<file path="config.mk">
export PLATFORM = sky130hd
export DESIGN_NAME = hopfield_controller
export DESIGN_NICKNAME = d
export VERILOG_FILES = /design/src/rtl/hopfield_pkg.sv /design/src/rtl/hopfield_iter_counter.sv /design/src/rtl/hopfield_controller.sv
export SDC_FILE = /design/constraint.sdc
export NUM_CORES = 1
export LEC_CHECK = 0
export BUFFER_PORTS_ARGS = -buffer_cell sky130_fd_sc_hd__buf_2
export CAP_MARGIN = 20
export CORE_MARGIN = 1.5
export CORE_UTILIZATION = 52
export CTS_CLUSTER_DIAMETER = 60
export DETAILED_ROUTE_END_ITERATION = 8
export HOLD_SLACK_MARGIN = 0.02
export PLACE_DENSITY = 0.81
export SETUP_SLACK_MARGIN = 0.02
export SLEW_MARGIN = 10
export SYNTH_ARGS = -nofsm -noshare
export SYNTH_HDL_FRONTEND = slang
export SYNTH_SLANG_ARGS = --single-unit
export TNS_END_PERCENT = 30
</file>
<file path="constraint.sdc">
create_clock -name clk -period 5.6 [get_ports clk]
set_input_delay 0.56 -clock clk [delete_from_list [all_inputs] [get_ports clk]]
set_output_delay 0.56 -clock clk [all_outputs]
set_load 0.005 [all_outputs]
</file>
<file path="src/rtl/hopfield_pkg.sv">
// Shared definitions for the Hopfield sequencing controller: state encoding,
// command opcodes and the pattern width derived from the neuron index range.

`ifndef NEURON_INDEX_MAX
`define NEURON_INDEX_MAX 15
`endif

package hopfield_pkg;

  // Pattern / neuron-state width follows the datapath's neuron index range.
  localparam int N_BITS = `NEURON_INDEX_MAX + 1;

  localparam int LEARN_CYCLES_DEF = 2;
  localparam int MAX_ITER_DEF     = 32;
  localparam int CNT_W            = 6;

  localparam logic [1:0] OP_LEARN    = 2'd0;
  localparam logic [1:0] OP_RECALL   = 2'd1;
  localparam logic [1:0] OP_CLEAR    = 2'd2;
  localparam logic [1:0] OP_RESERVED = 2'd3;

  typedef enum logic [2:0] {
    S_IDLE  = 3'd0,
    S_CLEAR = 3'd1,
    S_LOAD  = 3'd2,
    S_LEARN = 3'd3,
    S_ITER  = 3'd4,
    S_RESP  = 3'd5
  } state_t;

endpackage

</file>
<file path="src/rtl/hopfield_iter_counter.sv">
// Phase counter shared by the LEARN hold and the ITER loop. Cleared whenever
// the controller is outside a counted phase, saturates at all-ones, and flags
// the cycle on which the recall loop must give up.

module hopfield_iter_counter
  import hopfield_pkg::*;
#(
  parameter int MAX_ITER = MAX_ITER_DEF
) (
  input  logic             clk,
  input  logic             clr,
  input  logic             inc,
  output logic [CNT_W-1:0] cnt,
  output logic [CNT_W-1:0] spent,
  output logic             at_limit
);

  // Count completed cycles of the current phase; hold at all-ones.
  always_ff @(posedge clk) begin
    if (clr) begin
      cnt <= '0;
    end else if (inc && (cnt != '1)) begin
      cnt <= cnt + 1'b1;
    end
  end

  // cnt holds the number of earlier cycles, so the current cycle is cnt+1.
  assign spent = (cnt == '1) ? cnt : cnt + 1'b1;

  // The recall loop spends at most MAX_ITER-1 cycles; this is the last one.
  assign at_limit = (({1'b0, cnt} + 7'd2) == 7'(MAX_ITER));

endmodule

</file>
<file path="src/rtl/hopfield_controller.sv">
// Sequencing controller for the Hopfield datapath. Accepts LEARN / RECALL /
// CLEAR commands and drives the datapath strobes, then returns a response.
//
// Handshake: a transfer happens on a rising edge where valid and ready are
// both high; the sender holds valid and payload until then, and the
// controller holds its response payload stable until the same condition.

module hopfield_controller
  import hopfield_pkg::*;
#(
  parameter int LEARN_CYCLES = LEARN_CYCLES_DEF,
  parameter int MAX_ITER     = MAX_ITER_DEF
) (
  input  logic              clk,
  input  logic              rst,
  input  logic              cmd_valid,
  output logic              cmd_ready,
  input  logic [1:0]        cmd_op,
  input  logic [N_BITS-1:0] cmd_pattern,
  output logic              rsp_valid,
  input  logic              rsp_ready,
  output logic [N_BITS-1:0] rsp_pattern,
  output logic              rsp_converged,
  output logic              rsp_error,
  output logic [CNT_W-1:0]  rsp_iters,
  output logic              dp_rst,
  output logic [N_BITS-1:0] dp_pattern_input,
  output logic              dp_modify_neuron,
  output logic              dp_modify_neuron_using_input,
  output logic              dp_modify_weights,
  input  logic              dp_converged,
  input  logic [N_BITS-1:0] dp_neuron_states,
  output logic [2:0]        dbg_state
);

  state_t           state, state_next;
  logic [1:0]       op_q;
  logic [CNT_W-1:0] cnt, spent;
  logic             at_limit;
  logic             counting;
  logic             accept;
  logic             conv_hit;
  logic             ready_raw, rsp_valid_raw, nm_raw, ui_raw, mw_raw;

  assign counting = (state == S_LEARN) || (state == S_ITER);

  hopfield_iter_counter #(.MAX_ITER(MAX_ITER)) u_cnt (
    .clk      (clk),
    .clr      (rst || !counting),
    .inc      (counting),
    .cnt      (cnt),
    .spent    (spent),
    .at_limit (at_limit)
  );

  // Convergence is only trusted from the third ITER cycle: earlier values may
  // still reflect the pattern load rather than a genuine update.
  assign conv_hit = (cnt >= CNT_W'(2)) && dp_converged;

  // State register.
  always_ff @(posedge clk) begin
    if (rst) begin
      state <= S_IDLE;
    end else begin
      state <= state_next;
    end
  end

  // Next-state and strobe decode.
  always_comb begin
    state_next    = state;
    ready_raw     = 1'b0;
    rsp_valid_raw = 1'b0;
    nm_raw        = 1'b0;
    ui_raw        = 1'b0;
    mw_raw        = 1'b0;
    unique case (state)
      S_IDLE: begin
        ready_raw = 1'b1;
        if (cmd_valid) begin
          unique case (cmd_op)
            OP_LEARN, OP_RECALL: state_next = S_LOAD;
            OP_CLEAR:            state_next = S_CLEAR;
            default:             state_next = S_RESP;
          endcase
        end
      end
      S_CLEAR: state_next = S_RESP;
      S_LOAD: begin
        nm_raw     = 1'b1;
        ui_raw     = 1'b1;
        state_next = (op_q == OP_LEARN) ? S_LEARN : S_ITER;
      end
      S_LEARN: begin
        mw_raw = 1'b1;
        if (cnt == CNT_W'(LEARN_CYCLES - 1)) state_next = S_RESP;
      end
      S_ITER: begin
        nm_raw = 1'b1;
        if (conv_hit || at_limit) state_next = S_RESP;
      end
      S_RESP: begin
        rsp_valid_raw = 1'b1;
        if (rsp_ready) state_next = S_IDLE;
      end
      default: state_next = S_IDLE;
    endcase
  end

  // Everything except the datapath reset is forced low while rst is high.
  assign cmd_ready                    = ready_raw && !rst;
  assign rsp_valid                    = rsp_valid_raw && !rst;
  assign dp_modify_neuron             = nm_raw && !rst;
  assign dp_modify_neuron_using_input = ui_raw && !rst;
  assign dp_modify_weights            = mw_raw && !rst;
  assign dp_rst                       = rst || (state == S_CLEAR);
  assign dbg_state                    = state;
  assign accept                       = cmd_valid && cmd_ready;

  // Command latch and response registers.
  always_ff @(posedge clk) begin
    if (rst) begin
      op_q             <= OP_LEARN;
      dp_pattern_input <= '0;
      rsp_pattern      <= '0;
      rsp_converged    <= 1'b0;
      rsp_error        <= 1'b0;
      rsp_iters        <= '0;
    end else begin
      if (accept) begin
        op_q             <= cmd_op;
        dp_pattern_input <= cmd_pattern;
        rsp_error        <= (cmd_op == OP_RESERVED);
      end
      if ((state == S_ITER) && (conv_hit || at_limit)) begin
        rsp_pattern   <= dp_neuron_states;
        rsp_converged <= conv_hit;
        rsp_iters     <= spent;
      end
      if ((state == S_RESP) && rsp_ready) begin
        rsp_pattern   <= '0;
        rsp_converged <= 1'b0;
        rsp_error     <= 1'b0;
        rsp_iters     <= '0;
      end
    end
  end

endmodule

</file>
== Word-level counts from Yosys, hierarchy flattened ==
Index checks and enable logic that the tools add are counted.
Word-level totals
  bits in registers: 51
  bits of input ports: 39
  output and inout port bits: 49
  logic and storage cells: 63
Cells by class
  add/sub/neg operators: 2
  magnitude comparators: 1
  equal/unequal tests: 16
  mux-type cells: 13
  reduce and logical (&&, ||, !) cells: 23
Operators by type and width (number)
  $pmux 3 s6: 1
  $mux 3: 5
  $logic_and 1x1->1: 10
  $add 6x2->7 const B: 1
  $eq 7x6->1 const B: 1
  $add 6x1->6 const B: 1
  $eq 3x2->1 const B: 2
  $eq 3x3->1 const B: 2
  $eq 6x1->1 const B: 1
  $eq 6x6->1 const B: 1
  $ge 6x2->1 const B: 1
  $mux 6: 1
  $ne 6x6->1 const B: 1
  $pmux 3 s2: 1
  $reduce_or 2->1: 3
  $mux 1: 5
  $eq 2x2->1 const B: 2
  $logic_not 2->1: 2
  $logic_or 1x1->1: 4
  $ne 2x1->1 const B: 2
  $ne 2x2->1 const B: 2
  $reduce_and 4->1: 1
  $eq 3x1->1 const B: 1
  $logic_not 3->1: 1
  other kinds (2): 3

== Logic depth before layout (Yosys ltp) ==
  depth after elaboration: 5
  gate-level depth with buffers: 8
  depth with buffers taken out: 7

== By module ==
From an unflattened synthesis, not the netlist that was laid out.
Unflattened totals
  cells, all modules: 271
  area, all modules: 2363.5 um2
Modules (own cells, without submodules)
  hopfield_controller: times used 1, cells each 210, area each 1879.3 um2, sequential area each 900.9 um2
  hopfield_iter_counter: times used 1, cells each 61, area each 484.2 um2, sequential area each 120.1 um2

== Worst setup path after synthesis ==
OpenSTA, ideal clock, no wires.
  kind: flip-flop to flip-flop
  start: register u_cnt.cnt[2]
  end: register rsp_iters[0]
  setup time: 116 ps
  data arrival time: 1694 ps
  data required time: 5484 ps
  path slack: 3790 ps
  stages on the path, launching flop included: 7
  buffers on the path: 0
  clock period less this slack: 1810 ps
  cell sequence: dfxtp_1 > ha_1 > xnor2_1 > a21oi_1 > o31ai_4 > nand2_1 > a31o_2
On the way
  word-level cells in the longest chain between the ends: 4
  elaborated cells between the ends (all ways): 8
  classes of those cells: add/sub (1); order compare (1); eq/ne (2); mux (1); reduce/logical (3)
RTL lines
  from (decl): RTL line hopfield_iter_counter.sv:13  | output logic [CNT_W-1:0] cnt,
  from (signal assigned): RTL line hopfield_iter_counter.sv:23  | cnt <= cnt + 1'b1;
  $add 6x2->7 / $ge 6x2->1 (equally long branches): RTL line hopfield_iter_counter.sv:31, hopfield_controller.sv:58
  $eq 7x6->1 / $logic_and 1x1->1 (equally long branches): RTL line hopfield_iter_counter.sv:31, hopfield_controller.sv:58
  $logic_or 1x1->1: RTL line hopfield_controller.sv:135  | if ((state == S_ITER) && (conv_hit || at_limit)) begin
  $logic_and 1x1->1: RTL line hopfield_controller.sv:135
  to (signal assigned): RTL line hopfield_controller.sv:138  | rsp_iters <= spent;
  to (decl): RTL line hopfield_controller.sv:25  | output logic [CNT_W-1:0] rsp_iters,
Parallel ways exist; a longest one is shown, timed or not.
A chain may end at the register's enable or synchronous reset.

== Worst setup path in the final report ==
  start: register u_cnt.cnt[1]
  end: register rsp_iters[0]
Same word-level chain as after synthesis.

==> metrics.md <==
| Metric | Value |
|---|---|
| Status | complete, no violations |
| Root Buffer | clkbuf_8 |
| Clk_lat worst skew | 0.29 ns |
| Setup Buffers After CTS | 0 |
| CTS tree | done |
| Initial drt markers | 135 |
| Post-Synth Adder-Cell Area | 2.183% |
| Hold Crit Class | input port to flip-flop |
| Setup violations, final | 0 |
| Final hold viol count | 0 |
| Setup TNS | 0 ns |
| Global-route usage over all layers | 22.63% |
| Core box area | 0.004115 mm^2 |
| EDFF count, synth | 0 |
| Die Span X | 69.40 um |
| Synth Area in Compound Gates | 19.87% |
| Clock sinks | 51 |
| Mean Syn Cell Area | 8.335 um^2 |
| Number of port buffers | 87 |
| Synthesis-stage register bit count | 51 |
| Synth Area in XOR/XNOR | 1.910% |
| Via density | 5.469 |
| GRT overflow | 0 |
| CP Cell Sequence | ha_1, xnor2_1, a21oi_1, o31ai_4, nand2_1, a31o_2 |
| Placed Cells | 392 |
| Post_cts resized | 0 |
| Kind of critical path | flip-flop to flip-flop |
| Row count | 23 |
| Clock-pin slew of the registers on the worst-case setup and hold paths | 0.09 ns |
| Final Max Slew Viols | 0 |
| Vias after detailed routing | 2193 |
| H-Tree Level Count | 2 |
| Worst-path fanout max | 19 |
| # hold bufs at CTS | 0 |
| CP top delay family | compound AO/OA/AOI/OAI gates |
| I/O pin count | 88 |
| WL/cell | 13.58 um |
| Routed WL | 5.445 mm |
| Largest stage delay on the critical path | 0.68 ns |
| Main combinational cell family by area after synthesis | simple AND/OR/NAND/NOR gates |
| Final min period | 2.310 ns |
| Yosys cell types | 41 |
| Critical path's slowest cell | o31ai_4 |
| Gpl congestion | 0.8382 |
| Drc violations | 0 |
| Peak supply drop | 0.1811 mV |
| Die H | 69.40 um |
| Filler-free cell count of the finished design | 401 |
| TritonRoute pass-1 iters | 4 |
| Max Cap Violations | 0 |
| Worst slew pin tran | 0.7377 ns |
| Leakage | 0.001334 uW |
| Post-synthesis cell area | 0.002292 mm^2 |
| Mapped Cells | 275 |
| Initial antenna violation count | 0 |
| Synth top area share | 44.54% |
| Post-synthesis simple-gate area fraction | 25.44% |
| PD cells | 337.2 mW/mm^2 |
| WP buf/inv | 0 |
| Mux cell area share after synthesis | 0.9279% |
| Initial core utilization | 55.70% |
| Endpoint class of the critical path | flip-flop |
| Worst slew margin | 50.82% |
| Ant. Diodes | 0 |
| RSZ-0062 raised after global routing | no |
| Area grow syn2layout | 22.16% |
| Top post-synthesis cells by area | dfxtp_1 45%, nand2_1 7.5%, nand3b_1 6.2% |
| Req. time, crit path | 5.79 ns |
| Setup clock skew after layout | 0.006287 ns |
| Dpl hpwl | 3.794 mm |
| Ys async rst share | 0% |
| ANT nets after route | 0 |
| Share of cells above drive strength 1 | 29.91% |
| Synth area leader | dfxtp_1 |
| Synthesis Warnings | 0 |
| First-pass GRT wire length | 9.239 mm |
| Die area | 0.004816 mm^2 |
| CP startpoint kind | flip-flop |
| Post-synthesis sequential area ratio | 44.54% |
| Fmax | 432.8 MHz |
| Final net count | 393 |
| Clock Path Buffers | 2 |
| Tcrit/Tclk final | 41.26% |
| Num CTS Buffers | 5 |
| Largest net degree at the start of global routing | 30 |
| Most common flop cell mapped by yosys | dfxtp_1 |
| Critical Path AT | 2.50 ns |
| Vias in the first global route | 2156 |
| Synthesized net count | 318 |
where the power goes:
group / total [uW] / switching (uW) / internal (uW)
clock network: 225 / 112 / 113
registers: 458 / 54.5 / 403
logic: 262 / 158 / 104
logic make-up after synthesis:
group | count (synthesis)
AOI/OAI and AO/OA | 71
xor gates and xnor gates | 5
adders and majority gates | 4
buffers and inverters | 24
DFF | 51
muxes | 2
and+or+nand+nor | 118
synth_stat cells, types with 2 or more instances:
library cell	count
xnor2_1	4
a31oi_1	4
buf_6	2
o21ai_0	19
ha_1	4
nand2_1	46
nor4_1	5
and3_1	3
a211oi_1	4
nor3_1	4
nor2b_1	3
a21oi_1	28
buf_2	3
a21o_1	2
nand3_1	17
clkbuf_1	12
a31o_2	4
inv_1	4
nand3b_1	19
buf_4	2
nor2_1	16
dfxtp_1	51
stage by stage:
stage / instance area, um^2 / power, uW / setup WS (ns) / hold slack, ns / utilization, %
3_5_place_dp: 2693 / 720.7 / 3.256 / 0.4504 / 65.43
4_1_cts: 2793 / 945.8 / 3.233 / 0.4474 / 67.86
5_1_grt: 2800 / 1005 / 3.054 / 0.4550 / 68.05
2_1_floorplan: 2292 / 630.4 / 3.790 / 0.4494 / -
3_3_place_gp: 2693 / 714.1 / 3.342 / 0.4461 / 65.43
6_report: 2800 / 944.2 / 3.290 / 0.4483 / 68.05
path summary, 6_finish.rpt:
check,start,slack [ns],endpoint,cells after the start
hold reg to reg,rsp_error,0.46,rsp_error,2
setup reg to reg,u_cnt.cnt[1],3.29,rsp_iters[0],6
hold / removal,cmd_pattern[9],0.45,dp_pattern_input[9],3
setup / recovery,u_cnt.cnt[1],3.29,rsp_iters[0],6
per-layer routing:
layer  wire length (um)  part of all wire [%]  GRT usage (%)  vias to the layer above
met5                  0                     0              0                        -
met3                348                   6.4          5.523                        2
li1                   -                     -              -                     1118
met4                 26                  0.48          6.100                        0
met1               2460                    45          27.84                      999
met2               2609                    48          39.42                       74
worst register-to-register path: stages (launching register included):
cell and delay, ns:
dfxtp_1 0.49, ha_1 0.27, xnor2_1 0.13, a21oi_1 0.15
o31ai_4 0.68, nand2_1 0.21, a31o_2 0.28
cell type report:
cell class	instances	area [um^2]
Inverter	4	15.01
Tap cell	50	62.56
Fill cell	353	1315
Clock buffer	8	100.1
Multi-Input combinational cell	200	1159
Sequential cell	51	1021
Timing Repair Buffer	88	442.9
flip-flops by register name, summed over array words and instances, names as in the netlist:
name              flops
rsp_pattern          16
rsp_converged         1
op_q                  2
dp_pattern_input     16
rsp_iters             6
rsp_error             1
u_cnt.cnt             6
dbg_state             3
cells in the final DEF (no fill, tap or decap), drive strengths merged, types with 5 or more instances in the layout:
cell    Yosys  routed
clkbuf     13       8
nand3      17      17
nand3b     19      19
o21ai      20      20
buf         7      88
dfxtp      51      51
nor4        5       5
nand2      46      46
a21oi      28      28
nor2       16      16
(Power assumes the default switching activity.)
